[src/rtl/sctag_decc_errlog_ctl_if.sv]
// Signal bundle between the data-ECC decode control / CSR / CPU-request
// path and the data-ECC error logger. The master side drives the c8 strobes,
// address, enables, CSR write and ack; the slave side is the logger itself.
interface sctag_decc_errlog_ctl_if #(
    parameter int ADDR_W = 36
);
    logic              decc_spcd_corr_err_c8;
    logic              decc_spcd_uncorr_err_c8;
    logic              decc_spcfb_corr_err_c8;
    logic              decc_spcfb_uncorr_err_c8;
    logic              decc_bscd_corr_err_c8;
    logic              decc_bscd_uncorr_err_c8;
    logic              decc_scrd_corr_err_c8;
    logic              decc_scrd_uncorr_err_c8;
    logic [ADDR_W-1:0] err_addr_c8;
    logic              error_ceen;
    logic              error_nceen;
    logic              csr_esr_wr_en;
    logic [7:0]        csr_esr_wr_data;
    logic              err_ack;
    logic [7:0]        errlog_esr;
    logic [ADDR_W-1:0] errlog_ear;
    logic              err_req;
    logic              err_req_uncorr;

    modport master (
        output decc_spcd_corr_err_c8, decc_spcd_uncorr_err_c8,
               decc_spcfb_corr_err_c8, decc_spcfb_uncorr_err_c8,
               decc_bscd_corr_err_c8, decc_bscd_uncorr_err_c8,
               decc_scrd_corr_err_c8, decc_scrd_uncorr_err_c8,
               err_addr_c8, error_ceen, error_nceen,
               csr_esr_wr_en, csr_esr_wr_data, err_ack,
        input  errlog_esr, errlog_ear, err_req, err_req_uncorr
    );

    modport slave (
        input  decc_spcd_corr_err_c8, decc_spcd_uncorr_err_c8,
               decc_spcfb_corr_err_c8, decc_spcfb_uncorr_err_c8,
               decc_bscd_corr_err_c8, decc_bscd_uncorr_err_c8,
               decc_scrd_corr_err_c8, decc_scrd_uncorr_err_c8,
               err_addr_c8, error_ceen, error_nceen,
               csr_esr_wr_en, csr_esr_wr_data, err_ack,
        output errlog_esr, errlog_ear, err_req, err_req_uncorr
    );
endinterface

[src/rtl/sctag_decc_errlog_ctl.sv]
// L2 data-ECC error logger: captures c8 error strobes into the ESR/EAR,
// tracks multiple-error overflow, and raises a req/ack notification for
// disrupting (scrub and block-store-copy) errors.
module sctag_decc_errlog_ctl #(
    parameter int ADDR_W = 36
) (
    input  logic                    rclk,
    input  logic                    reset,
    sctag_decc_errlog_ctl_if.slave  bus
);

    typedef enum logic [1:0] {
        ST_IDLE = 2'd0,
        ST_REQ  = 2'd1,
        ST_GAP  = 2'd2
    } state_t;

    logic [7:0]        esr_q, esr_nxt;
    logic [ADDR_W-1:0] ear_q;
    logic              dac_set, dau_set, dsc_set, dsu_set;
    logic              any_corr, any_uncorr;
    logic [7:0]        clr_mask;
    logic              cap_en, cap_fbe;
    logic              ev, ev_uncorr;

    state_t            state_q, state_nxt;
    logic              type_q, type_nxt;
    logic              pend_q, pend_nxt;
    logic              pend_uncorr_q, pend_uncorr_nxt;

    // Classify strobes, compute ESR next value and whether the EAR captures.
    always_comb begin
        // NOTE: every always_comb output gets a default first so no path leaves it unassigned (no latch).
        dac_set    = bus.decc_spcd_corr_err_c8 | bus.decc_spcfb_corr_err_c8 | bus.decc_bscd_corr_err_c8;
        dau_set    = bus.decc_spcd_uncorr_err_c8 | bus.decc_spcfb_uncorr_err_c8 | bus.decc_bscd_uncorr_err_c8;
        dsc_set    = bus.decc_scrd_corr_err_c8;
        dsu_set    = bus.decc_scrd_uncorr_err_c8;
        any_corr   = dac_set | dsc_set;
        any_uncorr = dau_set | dsu_set;
        clr_mask   = bus.csr_esr_wr_en ? bus.csr_esr_wr_data : 8'h00;
        cap_en     = 1'b0;
        cap_fbe    = 1'b0;

        // Uncorrectable capture rule takes precedence when both classes arrive.
        if (any_uncorr) begin
            cap_en  = ~esr_q[1] & ~esr_q[3];
            cap_fbe = bus.decc_spcfb_uncorr_err_c8;
        end else if (any_corr) begin
            cap_en  = (esr_q[3:0] == 4'b0000);
            cap_fbe = bus.decc_spcfb_corr_err_c8;
        end

        // Clear first, then set, so a new strobe wins over a W1C of the same bit.
        esr_nxt    = esr_q & ~clr_mask;
        esr_nxt[0] = esr_nxt[0] | dac_set;
        esr_nxt[1] = esr_nxt[1] | dau_set;
        esr_nxt[2] = esr_nxt[2] | dsc_set;
        esr_nxt[3] = esr_nxt[3] | dsu_set;
        // Overflow looks only at bits present before this update.
        esr_nxt[4] = esr_nxt[4] | (any_corr & (esr_q[0] | esr_q[2]));
        esr_nxt[5] = esr_nxt[5] | (any_uncorr & (esr_q[1] | esr_q[3]));
        if (cap_en) begin
            esr_nxt[6] = cap_fbe;
        end
        esr_nxt[7] = 1'b0;

        ev_uncorr = bus.error_nceen & (bus.decc_bscd_uncorr_err_c8 | bus.decc_scrd_uncorr_err_c8);
        ev        = ev_uncorr
                  | (bus.error_ceen & (bus.decc_bscd_corr_err_c8 | bus.decc_scrd_corr_err_c8));
    end

    // ESR/EAR registers; EAR is only ever written by a capture.
    always_ff @(posedge rclk) begin
        // NOTE: sequential state uses non-blocking assignments so all flops update from pre-edge values.
        if (reset) begin
            esr_q <= 8'h00;
            ear_q <= '0;
        end else begin
            esr_q <= esr_nxt;
            if (cap_en) begin
                ear_q <= bus.err_addr_c8;
            end
        end
    end

    // Notification FSM next state, request type and pending-event bookkeeping.
    always_comb begin
        state_nxt       = state_q;
        type_nxt        = type_q;
        pend_nxt        = pend_q;
        pend_uncorr_nxt = pend_uncorr_q;
        unique case (state_q)
            ST_IDLE: begin
                if (ev) begin
                    state_nxt = ST_REQ;
                    type_nxt  = ev_uncorr;
                end
            end
            ST_REQ: begin
                if (ev) begin
                    pend_nxt        = 1'b1;
                    pend_uncorr_nxt = pend_uncorr_q | ev_uncorr;
                end
                if (bus.err_ack) begin
                    state_nxt = ST_GAP;
                end
            end
            ST_GAP: begin
                // An event landing in the gap merges with anything already pending.
                if (pend_q | ev) begin
                    state_nxt = ST_REQ;
                    type_nxt  = (pend_q & pend_uncorr_q) | ev_uncorr;
                end else begin
                    state_nxt = ST_IDLE;
                end
                pend_nxt        = 1'b0;
                pend_uncorr_nxt = 1'b0;
            end
            default: begin
                state_nxt       = ST_IDLE;
                pend_nxt        = 1'b0;
                pend_uncorr_nxt = 1'b0;
            end
        endcase
    end

    // Notification FSM state register.
    always_ff @(posedge rclk) begin
        if (reset) begin
            state_q       <= ST_IDLE;
            type_q        <= 1'b0;
            pend_q        <= 1'b0;
            pend_uncorr_q <= 1'b0;
        end else begin
            state_q       <= state_nxt;
            type_q        <= type_nxt;
            pend_q        <= pend_nxt;
            pend_uncorr_q <= pend_uncorr_nxt;
        end
    end

    assign bus.errlog_esr     = esr_q;
    assign bus.errlog_ear     = ear_q;
    assign bus.err_req        = (state_q == ST_REQ);
    assign bus.err_req_uncorr = (state_q == ST_REQ) & type_q;

endmodule

[src/flat_wrapper.sv]
// flat-port wrapper written by rule: the top's interface ports become plain ports
module sctag_decc_errlog_ctl_flat 
#(
    parameter int ADDR_W = 36
)
  (rclk, reset, bus_decc_spcd_corr_err_c8, bus_decc_spcd_uncorr_err_c8, bus_decc_spcfb_corr_err_c8, bus_decc_spcfb_uncorr_err_c8, bus_decc_bscd_corr_err_c8, bus_decc_bscd_uncorr_err_c8, bus_decc_scrd_corr_err_c8, bus_decc_scrd_uncorr_err_c8, bus_err_addr_c8, bus_error_ceen, bus_error_nceen, bus_csr_esr_wr_en, bus_csr_esr_wr_data, bus_err_ack, bus_errlog_esr, bus_errlog_ear, bus_err_req, bus_err_req_uncorr);
  sctag_decc_errlog_ctl_if #(.ADDR_W(ADDR_W)) bus_i ();
  input  logic rclk;
  input  logic reset;
  input wire logic [$bits(bus_i.decc_spcd_corr_err_c8)-1:0] bus_decc_spcd_corr_err_c8;
  input wire logic [$bits(bus_i.decc_spcd_uncorr_err_c8)-1:0] bus_decc_spcd_uncorr_err_c8;
  input wire logic [$bits(bus_i.decc_spcfb_corr_err_c8)-1:0] bus_decc_spcfb_corr_err_c8;
  input wire logic [$bits(bus_i.decc_spcfb_uncorr_err_c8)-1:0] bus_decc_spcfb_uncorr_err_c8;
  input wire logic [$bits(bus_i.decc_bscd_corr_err_c8)-1:0] bus_decc_bscd_corr_err_c8;
  input wire logic [$bits(bus_i.decc_bscd_uncorr_err_c8)-1:0] bus_decc_bscd_uncorr_err_c8;
  input wire logic [$bits(bus_i.decc_scrd_corr_err_c8)-1:0] bus_decc_scrd_corr_err_c8;
  input wire logic [$bits(bus_i.decc_scrd_uncorr_err_c8)-1:0] bus_decc_scrd_uncorr_err_c8;
  input wire logic [$bits(bus_i.err_addr_c8)-1:0] bus_err_addr_c8;
  input wire logic [$bits(bus_i.error_ceen)-1:0] bus_error_ceen;
  input wire logic [$bits(bus_i.error_nceen)-1:0] bus_error_nceen;
  input wire logic [$bits(bus_i.csr_esr_wr_en)-1:0] bus_csr_esr_wr_en;
  input wire logic [$bits(bus_i.csr_esr_wr_data)-1:0] bus_csr_esr_wr_data;
  input wire logic [$bits(bus_i.err_ack)-1:0] bus_err_ack;
  output wire logic [$bits(bus_i.errlog_esr)-1:0] bus_errlog_esr;
  output wire logic [$bits(bus_i.errlog_ear)-1:0] bus_errlog_ear;
  output wire logic [$bits(bus_i.err_req)-1:0] bus_err_req;
  output wire logic [$bits(bus_i.err_req_uncorr)-1:0] bus_err_req_uncorr;
  assign bus_i.decc_spcd_corr_err_c8 = bus_decc_spcd_corr_err_c8;
  assign bus_i.decc_spcd_uncorr_err_c8 = bus_decc_spcd_uncorr_err_c8;
  assign bus_i.decc_spcfb_corr_err_c8 = bus_decc_spcfb_corr_err_c8;
  assign bus_i.decc_spcfb_uncorr_err_c8 = bus_decc_spcfb_uncorr_err_c8;
  assign bus_i.decc_bscd_corr_err_c8 = bus_decc_bscd_corr_err_c8;
  assign bus_i.decc_bscd_uncorr_err_c8 = bus_decc_bscd_uncorr_err_c8;
  assign bus_i.decc_scrd_corr_err_c8 = bus_decc_scrd_corr_err_c8;
  assign bus_i.decc_scrd_uncorr_err_c8 = bus_decc_scrd_uncorr_err_c8;
  assign bus_i.err_addr_c8 = bus_err_addr_c8;
  assign bus_i.error_ceen = bus_error_ceen;
  assign bus_i.error_nceen = bus_error_nceen;
  assign bus_i.csr_esr_wr_en = bus_csr_esr_wr_en;
  assign bus_i.csr_esr_wr_data = bus_csr_esr_wr_data;
  assign bus_i.err_ack = bus_err_ack;
  assign bus_errlog_esr = bus_i.errlog_esr;
  assign bus_errlog_ear = bus_i.errlog_ear;
  assign bus_err_req = bus_i.err_req;
  assign bus_err_req_uncorr = bus_i.err_req_uncorr;
  sctag_decc_errlog_ctl #(.ADDR_W(ADDR_W)) u_core (.rclk(rclk), .reset(reset), .bus(bus_i));
endmodule
[config.mk]
export PLATFORM = sky130hd
export DESIGN_NAME = sctag_decc_errlog_ctl_flat
export DESIGN_NICKNAME = d
export VERILOG_FILES = /design/src/rtl/sctag_decc_errlog_ctl_if.sv /design/src/rtl/sctag_decc_errlog_ctl.sv /design/src/flat_wrapper.sv
export SDC_FILE = /design/constraint.sdc
export NUM_CORES = 1
export LEC_CHECK = 0
export ABC_AREA = 1
export BUFFER_PORTS_ARGS = -buffer_cell sky130_fd_sc_hd__buf_2
export CAP_MARGIN = 20
export CORE_MARGIN = 5
export CORE_UTILIZATION = 35
export CTS_CLUSTER_SIZE = 25
export DETAILED_ROUTE_END_ITERATION = 10
export HOLD_SLACK_MARGIN = 0.1
export PLACE_DENSITY = 0.65
export SYNTH_ARGS = -nofsm -noshare
export SYNTH_HDL_FRONTEND = slang
export SYNTH_SLANG_ARGS = --single-unit
[constraint.sdc]
create_clock -name rclk -period 3.55 [get_ports rclk]
set_input_delay 0.5325 -clock rclk [delete_from_list [all_inputs] [get_ports rclk]]
set_output_delay 0.5325 -clock rclk [all_outputs]
set_load 0.02 [all_outputs]
# [Word level (Yosys, flattened, before mapping)]
# Index checks and enable logic that the tools add are counted.
[totals] reg_bits=48 input_bits=58 output_inout_bits=46 word_cells=67
[op_classes] n_eq_ne=6 muxes=17 bitwise=32 n_reduce_logical=6
[ops] operator="$or A1 B1 Y1" count=20
[ops] operator="$mux W1" count=10
[ops] operator="$and A1 B1 Y1" count=7
[ops] operator="$and A7 B7 Y7" count=1
[ops] operator="$mux W7" count=1
[ops] operator="$not A7 Y7" count=1
[ops] operator="$ne A2 B1 Y1 const B" count=3
[ops] operator="$pmux W1 S2" count=3
[ops] operator="$pmux W2 S3" count=1
[ops] operator="$logic_not A4 Y1" count=1
[ops] operator="$mux W2" count=2
[ops] operator="$reduce_and A2 Y1" count=2
[ops] operator="$not A1 Y1" count=3
[ops] operator="$reduce_and A3 Y1" count=1
[ops] operator="$eq A2 B1 Y1 const B" count=1
[ops] operator="$eq A2 B2 Y1 const B" count=1
[ops] operator="$logic_not A2 Y1" count=1
[ops] operator="$ne A2 B2 Y1 const B" count=1
[ops] operator="$reduce_bool A2 Y1" count=1

# [Depth between registers and ports, before layout]
# Gate-level depths: netlist of run 1.
[logic_depth] depth_word=6 ltp_mapped=9 mapped_depth_nobuf=7

# [Worst setup path after synthesis of run 1]
# No wires, ideal clock.
[synth_path] path_kind="reg-to-output" from="register u_core.state_q[0]" to="output bus_err_req_uncorr" arrival_ns=1.114 required_time_ns=3.017 path_slack_ns=1.903 path_stages_with_launch=5 path_buffers=0 cell_sequence="dfxtp_1 -> inv_1 -> nor2_1 -> inv_1 -> nor2_1"
[synth_between] elab_chain_cells=2
[synth_lines] item="start: declaration" line_no="sctag_decc_errlog_ctl.sv:26" rtl="state_t state_q, state_nxt;"
[synth_lines] item="start signal: assignment" line_no="sctag_decc_errlog_ctl.sv:135" rtl="state_q <= state_nxt;"
[synth_lines] item="$eq A2 B1 Y1"
[synth_lines] item="via bus_err_req" line_no="flat_wrapper.sv:26" rtl="output wire logic [$bits(bus_i.err_req)-1:0] bus_err_req;"
[synth_lines] item="$and A1 B1 Y1" line_no="sctag_decc_errlog_ctl.sv:145" rtl="assign bus.err_req_uncorr = (state_q == ST_REQ) & type_q;"
[synth_lines] item="end: declaration" line_no="flat_wrapper.sv:27" rtl="output wire logic [$bits(bus_i.err_req_uncorr)-1:0] bus_err_req_uncorr;"
# The timed path passes the listed nets, and every way through them passes these cells.

# [Worst setup path after layout of run 1]
[layout_path] from="register u_core.state_q[0]" to="output bus_err_req_uncorr"
[layout_between] elab_chain_cells=2
[layout_lines] item="$eq A2 B1 Y1" line_no="sctag_decc_errlog_ctl.sv:145"
[layout_lines] item="$and A1 B1 Y1" line_no="sctag_decc_errlog_ctl.sv:145"
# No other way between the ends.

==> results of run 1 <==
## worst max path at each step
stage | endpoint | cells after the start
after floorplan | bus_err_req_uncorr | 4
after global placement | u_core.bus.errlog_ear[27] | 9
after detailed placement | u_core.bus.errlog_ear[27] | 9
after CTS | bus_err_req_uncorr | 5
after global routing | bus_err_req_uncorr | 5
final | bus_err_req_uncorr | 5
## worst register-to-register path: stages, from the launching register on
cell,delay (ns)
dfxtp_1,0.34
nor2_1,0.10
nand2_1,0.07
nand2_2,0.05
buf_4,0.53
nand3_1,0.21
nand2_1,0.10
nor2_1,0.04
## layer usage
layer	vias to the layer above	GRT usage [%]
met5	-	0
met4	0	3.71
met3	5	4.00
met2	73	22.5
met1	913	16.8
li1	1160	-
## power groups by stage
| stage | logic (mW) | clock network, mW | registers, mW |
|---|---|---|---|
| after floorplan | 0.131 | 0 | 0.674 |
| after global placement | 0.272 | 0 | 0.622 |
| after detailed placement | 0.277 | 0 | 0.623 |
| after CTS | 0.277 | 0.398 | 0.612 |
| after global routing | 0.308 | 0.422 | 0.618 |
| final | 0.273 | 0.382 | 0.612 |
## kinds of logic after synthesis
logic type / after synthesis
AO/OA/AOI/OAI: 55
flip-flops: 48
other: 1
buffers and inverters: 67
AND/OR/NAND/NOR: 144
## area by class of cell
type	count	area share (%)
clock inverter	2	1.27
tap	75	3.40
inverter	46	6.26
sequential	48	34.8
clock buffer	6	2.63
timing repair buffer	104	19.1
multi-input combinational	200	32.5
## metrics by stage
stage	utilization [%]	instances	hold WS, ns
floorplan	-	315	0.426
global placement	44.5	473	0.451
detailed placement	44.5	473	0.451
CTS	46.3	481	0.464
global route	46.3	481	0.490
finish	46.3	481	0.466
## cells in the final DEF (no fill, tap or decap), types with 2 or more instances in the layout
cell type  count
a21oi_1       46
buf_2        101
nand2_1       54
buf_4          3
nand3_1       39
o21ai_0        4
dfxtp_1       48
clkbuf_8       5
nor2_1        45
inv_1         45
a31oi_1        2
or2_2          2
## state kept, by name, indices dropped and copies added (netlist names)
name / cells
u_core.pend_uncorr_q: 1
u_core.state_q: 2
u_core.bus.errlog_ear: 36
u_core.pend_q: 1
u_core.bus.errlog_esr: 7
u_core.type_q: 1
==> impl_metrics.env, run 1 <==
export IMPL_avgViaCountPerCell=4.47
export IMPL_synth_adder_area_share_pct=0
export IMPL_grt_total_usage_pct=13.5
export IMPL_fin_setup_tns_ns=0
export IMPL_gp_congestion=0.771
export IMPL_htreeDepth=2
export IMPL_avgSynthCellArea_um2=6.88
export IMPL_met2WireLength_mm=2.26
export IMPL_startpoint="u_core.state_q[0]"
export IMPL_rrSetupSlack_ns=2.02
export IMPL_dieArea_mm2=0.00787
export IMPL_highest_layer="met4"
export IMPL_cts_hold_buffers=0
export IMPL_insertedDiodeCount=0
export IMPL_wl_met3_um=528
export IMPL_yosysSeqAreaShare_pct=44.3
export IMPL_max_freq_mhz=577
export IMPL_start_util_pct=36.4
export IMPL_synthMuxAreaShare_pct=0
export IMPL_grt_pass1_wl_mm=8.57
export IMPL_critPathLaunchType="flip-flop"
export IMPL_finalWorstSetupSlack_ns=1.82
export IMPL_core_mm2=0.00596
export IMPL_switching_power_uw=366
export IMPL_dp_slack_ns=1.69
export IMPL_synthToLayoutAreaGrowth_pct=27.3
export IMPL_fin_crit_ns=1.73
export IMPL_cts_buffers=5
export IMPL_grt_overflow_total=0
export IMPL_clk_pin_slew_ns=0.08
export IMPL_synth_edf_count=0
export IMPL_ant_nets=0
export IMPL_nets=463
export IMPL_path_buf_inv=3
export IMPL_synth_xor_area_share_pct=0
export IMPL_post_cts_buffers=0
export IMPL_pwr_share_comb_pct=21.5
export IMPL_synth_area_top_cells="dfxtp_1 (44%), a21oi_1 (11%), nand2_1 (9.5%), nand3_1 (9.0%), nor2_1 (8.0%)"
export IMPL_outcome="finished, final reports clean"
export IMPL_cts_sink_count=48
export IMPL_clock_latency_ns=0.29
export IMPL_tightest_slew_ns=0.701
export IMPL_met1_length_mm=2.45
export IMPL_async_flop_share_pct=0
export IMPL_portBuffers=101
export IMPL_vias=2151
export IMPL_min_path_cells=2
export IMPL_synth_seq_cells=48
export IMPL_p_int_uw=901
export IMPL_remaining_drc_errors=0
export IMPL_synth_most_common_cell="nand2_1"
export IMPL_r2r_cells=7
export IMPL_synthCells=315
export IMPL_p_clk_share_pct=30.2
export IMPL_clockBufferDepth=2
export IMPL_ys_types=21
export IMPL_die_h_um=88.7
export IMPL_die_w_um=88.7
export IMPL_synth_simple_area_share_pct=27.6
export IMPL_reg2reg_to="u_core.bus.errlog_ear[27]"
export IMPL_cp_cell_sequence="inv_1 > nor2_1 > inv_1 > nor2_1 > buf_2"
export IMPL_seqPwrFrac_pct=48.3
export IMPL_p_per_area_mw_per_mm2=459
export IMPL_dp_hpwl_mm=3.73
export IMPL_end_kind="output port"
export IMPL_setup_viol=0
export IMPL_synth_compound_area_share_pct=13.1
export IMPL_min_from="u_core.pend_uncorr_q"
export IMPL_cts_tree="done"
export IMPL_ir_drop_mv=0.195
export IMPL_cp_slowest_cell="dfxtp_1"
export IMPL_cts_root_buf="clkbuf_8"
export IMPL_wire_per_inst_um=11.0
export IMPL_worstPathRequired_ns=3.02
export IMPL_relSlewSlack_pct=53.3
export IMPL_antenna_found_initial=0
export IMPL_syn_area_mm2=0.00217
export IMPL_nFillCells=625
export IMPL_rsz0062_at_grt="no"
export IMPL_p_leak_nw=1.54
export IMPL_dr_first_iter_drc_count=41
export IMPL_rows=28
export IMPL_synth_fp_nets=373
export IMPL_drive_gt1_share_pct=28.8
export IMPL_crit_type="flip-flop to output port"
export IMPL_switching_share_pct=28.9
export IMPL_worstHoldEndpoint="u_core.pend_uncorr_q"
export IMPL_dr_pass1_iters=4
export IMPL_synth_top_family_by_area="simple AND/OR/NAND/NOR gates"
export IMPL_multiInputGateArea_um2=896
export IMPL_synth_common_cells="nand2_1 (55), dfxtp_1 (48), a21oi_1 (46), nor2_1 (46), inv_1 (45)"
export IMPL_first_global_vias=1927
export IMPL_crit_family="flip-flops"
export IMPL_ios=104
export IMPL_dpl_cell_area_mm2=0.00265
export IMPL_fin_area_mm2=0.00276
export IMPL_cap_violations=0
export IMPL_crit_path_max_fanout=4
export IMPL_yosys_warnings=0
export IMPL_ys_flop_type="dfxtp_1"
export IMPL_fin_skew_ns=0.00705
export IMPL_synth_top_area_share_pct=44.3
export IMPL_seqCellArea_um2=961
export IMPL_max_stage_delay_ns=0.33
export IMPL_grt_max_degree=75
export IMPL_min_period_over_period_pct=48.8
export IMPL_cts_resized=0
export IMPL_worstPathArrival_ns=1.20
export IMPL_p_total_mw=1.27
export IMPL_hp_class="flip-flop to flip-flop"
export IMPL_hold_violations=0
export IMPL_slew_viol_final=0
export IMPL_routed_wl_mm=5.27
export IMPL_regToRegStartpoint="u_core.bus.errlog_esr[0]"
export IMPL_synth_top_area_cell="dfxtp_1"
Note: power is estimated with default switching activity, not from simulation.
==> inputs of run 2 (changes only) <==
Settings changed: PLACE_DENSITY 0.65 to 0.68.
Clock period 3.55 ns to 1.5 ns, I/O delays scaled along.
==> run 2 against run 1 <==
  * Sequential power rose by 140%
  * Clock power rose by 76%
  * Die area did not move
  * Register-to-register slack got worse by 1.7 ns
  * Sequential cell count did not move
  * Clock skew rose by 0.00056 ns
  * Sequential share of layout area fell by 0.079 points
  * Setup slack got worse by 1.7 ns
  * First-iteration DRC count rose by 66%
  * Non-clock buffer count rose by 1
  * Global-route usage barely moved
  * Critical endpoint unchanged
  * Largest cell class unchanged
  * Largest power group unchanged
==> impl_metrics.env, run 2 (synthesis gave the netlist of run 1 again) <==
export IMPL_outcome="finished, final reports clean"
export IMPL_r2r_cells=7
export IMPL_max_stage_delay_ns=0.33
export IMPL_setup_viol=0
export IMPL_remaining_drc_errors=0
export IMPL_largest_register_ffs=36
export IMPL_vias=2177
export IMPL_min_period_over_period_pct=93.2
export IMPL_die_w_um=88.7
export IMPL_cts_sink_count=48
export IMPL_ant_nets=0
export IMPL_grt_pass1_wl_mm=8.53
export IMPL_fin_crit_ns=1.40
export IMPL_rsz0062_at_grt="no"
export IMPL_slew_viol_final=0
export IMPL_cap_violations=0
export IMPL_min_path_cells=3
export IMPL_rows=28
export IMPL_insertedDiodeCount=0
export IMPL_drive_gt1_share_pct=28.7
export IMPL_die_h_um=88.7
export IMPL_gp_congestion=0.720
export IMPL_wire_per_inst_um=10.8
export IMPL_worstPathArrival_ns=1.17
export IMPL_htreeDepth=2
export IMPL_portBuffers=101
export IMPL_crit_path_max_fanout=4
export IMPL_final_common_cell="buf_2"
export IMPL_dp_hpwl_mm=3.79
export IMPL_cp_slowest_cell="dfxtp_1"
export IMPL_dieArea_mm2=0.00787
export IMPL_crit_type="flip-flop to output port"
export IMPL_ios=104
export IMPL_clockBufferDepth=2
export IMPL_clock_latency_ns=0.29
export IMPL_cts_resized=0
export IMPL_avgViaCountPerCell=4.54
export IMPL_post_cts_buffers=0
export IMPL_antenna_found_initial=0
export IMPL_first_global_vias=1942
export IMPL_cts_hold_buffers=0
export IMPL_dr_pass1_iters=4
export IMPL_worstPathRequired_ns=1.27
export IMPL_fin_setup_tns_ns=0
export IMPL_synthToLayoutAreaGrowth_pct=27.6
export IMPL_grt_overflow_total=0
export IMPL_ir_drop_mv=0.543
export IMPL_dr_first_iter_drc_count=68
export IMPL_hold_violations=0
export IMPL_p_leak_nw=1.54
export IMPL_core_mm2=0.00596
export IMPL_cts_buffers=5
export IMPL_cts_root_buf="clkbuf_8"
export IMPL_grt_total_usage_pct=13.5
export IMPL_fin_skew_ns=0.00762
export IMPL_cts_tree="done"
export IMPL_p_per_area_mw_per_mm2=1000
export IMPL_start_util_pct=36.4
export IMPL_critPathLaunchType="flip-flop"
export IMPL_nets=464
export IMPL_whs_ns=0.177
export IMPL_max_freq_mhz=715
export IMPL_grt_max_degree=75
export IMPL_clk_pin_slew_ns=0.08
export IMPL_hp_class="input port to flip-flop"
export IMPL_routed_wl_mm=5.16
export IMPL_final_cell_mix="buf_2 (101), nand2_1 (54), dfxtp_1 (48), a21oi_1 (46)"
export IMPL_end_kind="output port"
export IMPL_cp_cell_sequence="inv_1 > nor2_1 > inv_1 > nor2_1 > buf_2"
## run 2: final timing paths
check	startpoint	endpoint	slack [ns]
max	u_core.state_q[0]	bus_err_req_uncorr	0.10
min	bus_err_ack	u_core.state_q[1]	0.18
max reg2reg	u_core.bus.errlog_esr[0]	u_core.bus.errlog_ear[4]	0.29
min reg2reg	u_core.pend_uncorr_q	u_core.pend_uncorr_q	0.45
## run 2: final cells by class
class	instances	area [um^2]
Clock buffer	5	68.8
Fill cell	614	3190
Inverter	46	173
Multi-Input combinational cell	200	896
Sequential cell	48	961
Tap cell	75	93.8
Timing Repair Buffer	105	573
## run 2: critical path: cells and delay by family, from the launching register on
kind,cells,cell delay (ns)
buffers and inverters,3,0.31
AND/OR/NAND/NOR,2,0.24
flip-flops,1,0.33
## run 2: through the flow
step                      worst slack (ns)  instances  cell area [um^2]  power (mW)  utilization [%]
after CTS                           0.0878        479              2770        2.84             46.4
after detailed placement             0.162        474              2700        2.14             45.3
after global placement               0.201        474              2700        2.13             45.3
after floorplan                      0.161        315              2170        1.90                -
final                                0.101        479              2770        2.78             46.4
after global routing                0.0337        479              2770        2.97             46.4
## run 2: power by group
part / internal [mW] / switching (mW)
combinational: 0.264 / 0.396
sequential: 1.39 / 0.0592
clock: 0.301 / 0.370
total: 1.95 / 0.826
## run 2: per-layer routing
layer / global-route usage, % / wire (um)
met1: 16.4 / 2280
met2: 22.5 / 2310
met3: 4.93 / 562
met4: 3.30 / 17
met5: 0 / 0
==> inputs of run 3 (changes only) <==
Settings changed: CORE_UTILIZATION 35 to 41, PLACE_DENSITY 0.68 to 0.77.
==> run 3 against run 2 <==
  * Combinational power is 0.6% higher
  * Total power is 3.7% higher
  * Setup slack worse by 0.0092 ns
  * Critical path type unchanged
  * Via count is 0.87% lower
  * Die area is 13% lower
  * Sequential share of layout area is 0.22 points lower
  * Routed wire length is 0.37% higher
  * Largest cell class unchanged
  * Hold slack worse by 0.00079 ns
  * Cell count is 0.42% lower
  * Register-to-register slack worse by 0.03 ns
==> impl_metrics.env, run 3 (synthesis gave the netlist of run 1 again) <==
export IMPL_crit_family="flip-flops"
export IMPL_die_h_um=82.7
export IMPL_worstPathRequired_ns=1.27
export IMPL_max_freq_mhz=710
export IMPL_fin_area_mm2=0.00278
export IMPL_largest_register_ffs=36
export IMPL_grt_max_degree=75
export IMPL_setup_viol=0
export IMPL_routed_wl_mm=5.18
export IMPL_critPathLaunchType="flip-flop"
export IMPL_wire_per_inst_um=10.9
export IMPL_fin_crit_ns=1.41
export IMPL_multiInputGateArea_um2=896
export IMPL_nFillCells=549
export IMPL_die_w_um=82.7
export IMPL_dpl_cell_area_mm2=0.00269
export IMPL_hp_class="input port to flip-flop"
export IMPL_slew_viol_final=0
export IMPL_hold_violations=0
export IMPL_max_stage_delay_ns=0.34
export IMPL_start_util_pct=42.4
export IMPL_dp_hpwl_mm=3.68
export IMPL_remaining_drc_errors=0
export IMPL_min_period_over_period_pct=93.8
export IMPL_ant_nets=0
export IMPL_cts_sink_count=48
export IMPL_grt_total_usage_pct=15.2
export IMPL_clockBufferDepth=2
export IMPL_vias=2158
export IMPL_grt_pass1_wl_mm=8.16
export IMPL_cts_tree="done"
export IMPL_post_cts_buffers=0
export IMPL_cap_violations=0
export IMPL_ir_drop_mv=0.469
export IMPL_avgViaCountPerCell=4.52
export IMPL_path_buf_inv=3
export IMPL_final_core_util_pct=54.5
export IMPL_p_per_area_mw_per_mm2=1040
export IMPL_seqCellArea_um2=961
export IMPL_dieArea_mm2=0.00684
export IMPL_dr_pass1_iters=4
export IMPL_cp_slowest_cell="dfxtp_1"
export IMPL_ios=104
export IMPL_p_leak_nw=1.56
export IMPL_clk_pin_slew_ns=0.08
export IMPL_insertedDiodeCount=0
export IMPL_rows=26
export IMPL_p_total_mw=2.88
export IMPL_rsz0062_at_grt="no"
export IMPL_grt_overflow_total=0
export IMPL_antenna_found_initial=0
export IMPL_crit_path_max_fanout=4
export IMPL_cts_resized=0
export IMPL_worstPathArrival_ns=1.18
export IMPL_final_common_cell="buf_2"
export IMPL_fin_setup_tns_ns=0
export IMPL_end_kind="output port"
export IMPL_clock_latency_ns=0.29
export IMPL_first_global_vias=1917
export IMPL_cts_hold_buffers=0
export IMPL_cp_cell_sequence="inv_1 > nor2_1 > inv_1 > nor2_1 > buf_2"
export IMPL_drive_gt1_share_pct=29.2
export IMPL_outcome="finished, final reports clean"
export IMPL_crit_type="flip-flop to output port"
export IMPL_nets=464
export IMPL_final_cell_mix="buf_2 (101), nand2_1 (54), dfxtp_1 (48), a21oi_1 (46)"
export IMPL_htreeDepth=2
export IMPL_synthToLayoutAreaGrowth_pct=28.4
export IMPL_dr_first_iter_drc_count=98
export IMPL_cts_buffers=5
export IMPL_cts_root_buf="clkbuf_8"
export IMPL_fin_skew_ns=0.00687
export IMPL_gp_congestion=0.777
export IMPL_core_mm2=0.00511
export IMPL_portBuffers=101
-- run 3: power by group --
group | switching [mW] | internal (mW) | leakage [nW]
registers | 0.0583 | 1.39 | 0.398
logic | 0.400 | 0.264 | 1.11
clock network | 0.404 | 0.368 | 0.0510
total | 0.863 | 2.02 | 1.56
-- run 3: metal layers --
| metal | track usage [%] | routed length (um) | vias up | part of all wire, % |
|---|---|---|---|---|
| met1 | 17.6 | 2280 | 924 | 44 |
| li1 | - | - | 1159 | - |
| met5 | 0 | 0 | - | 0 |
| met3 | 6.40 | 582 | 4 | 11 |
| met2 | 25.9 | 2290 | 71 | 44 |
| met4 | 3.43 | 28 | 0 | 0.54 |
-- run 3: final timing paths --
check | from | slack [ns] | depth (start not counted) | to
setup / recovery | u_core.state_q[0] | 0.09 | 5 | bus_err_req_uncorr
hold / removal | bus_err_ack | 0.18 | 3 | u_core.state_q[1]
setup reg to reg | u_core.bus.errlog_esr[0] | 0.26 | 7 | u_core.bus.errlog_esr[6]
hold reg to reg | u_core.pend_uncorr_q | 0.46 | 2 | u_core.pend_uncorr_q
-- run 3: final cells by class --
cell class	instances	share of cell area (%)
clock buffer	6	2.97
clock inverter	2	0.360
inverter	46	6.21
multi-input combinational	200	32.2
sequential	48	34.5
tap	70	3.15
timing repair buffer	105	20.6
-- run 3: worst reg2reg max path, delay by kind of cell, from the launching register on --
family        cells  cell delay, ns
simple gates      6            0.52
buf+inv           1            0.28
flops             1            0.35
-- run 3: metrics by stage --
| step | hold WS [ns] | instances | setup slack, ns |
|---|---|---|---|
| after floorplan | 0.366 | 315 | 0.161 |
| after global placement | 0.446 | 469 | 0.224 |
| after detailed placement | 0.447 | 469 | 0.161 |
| after CTS | 0.166 | 477 | 0.0738 |
| after global routing | 0.192 | 477 | 0.0137 |
| final | 0.176 | 477 | 0.0923 |
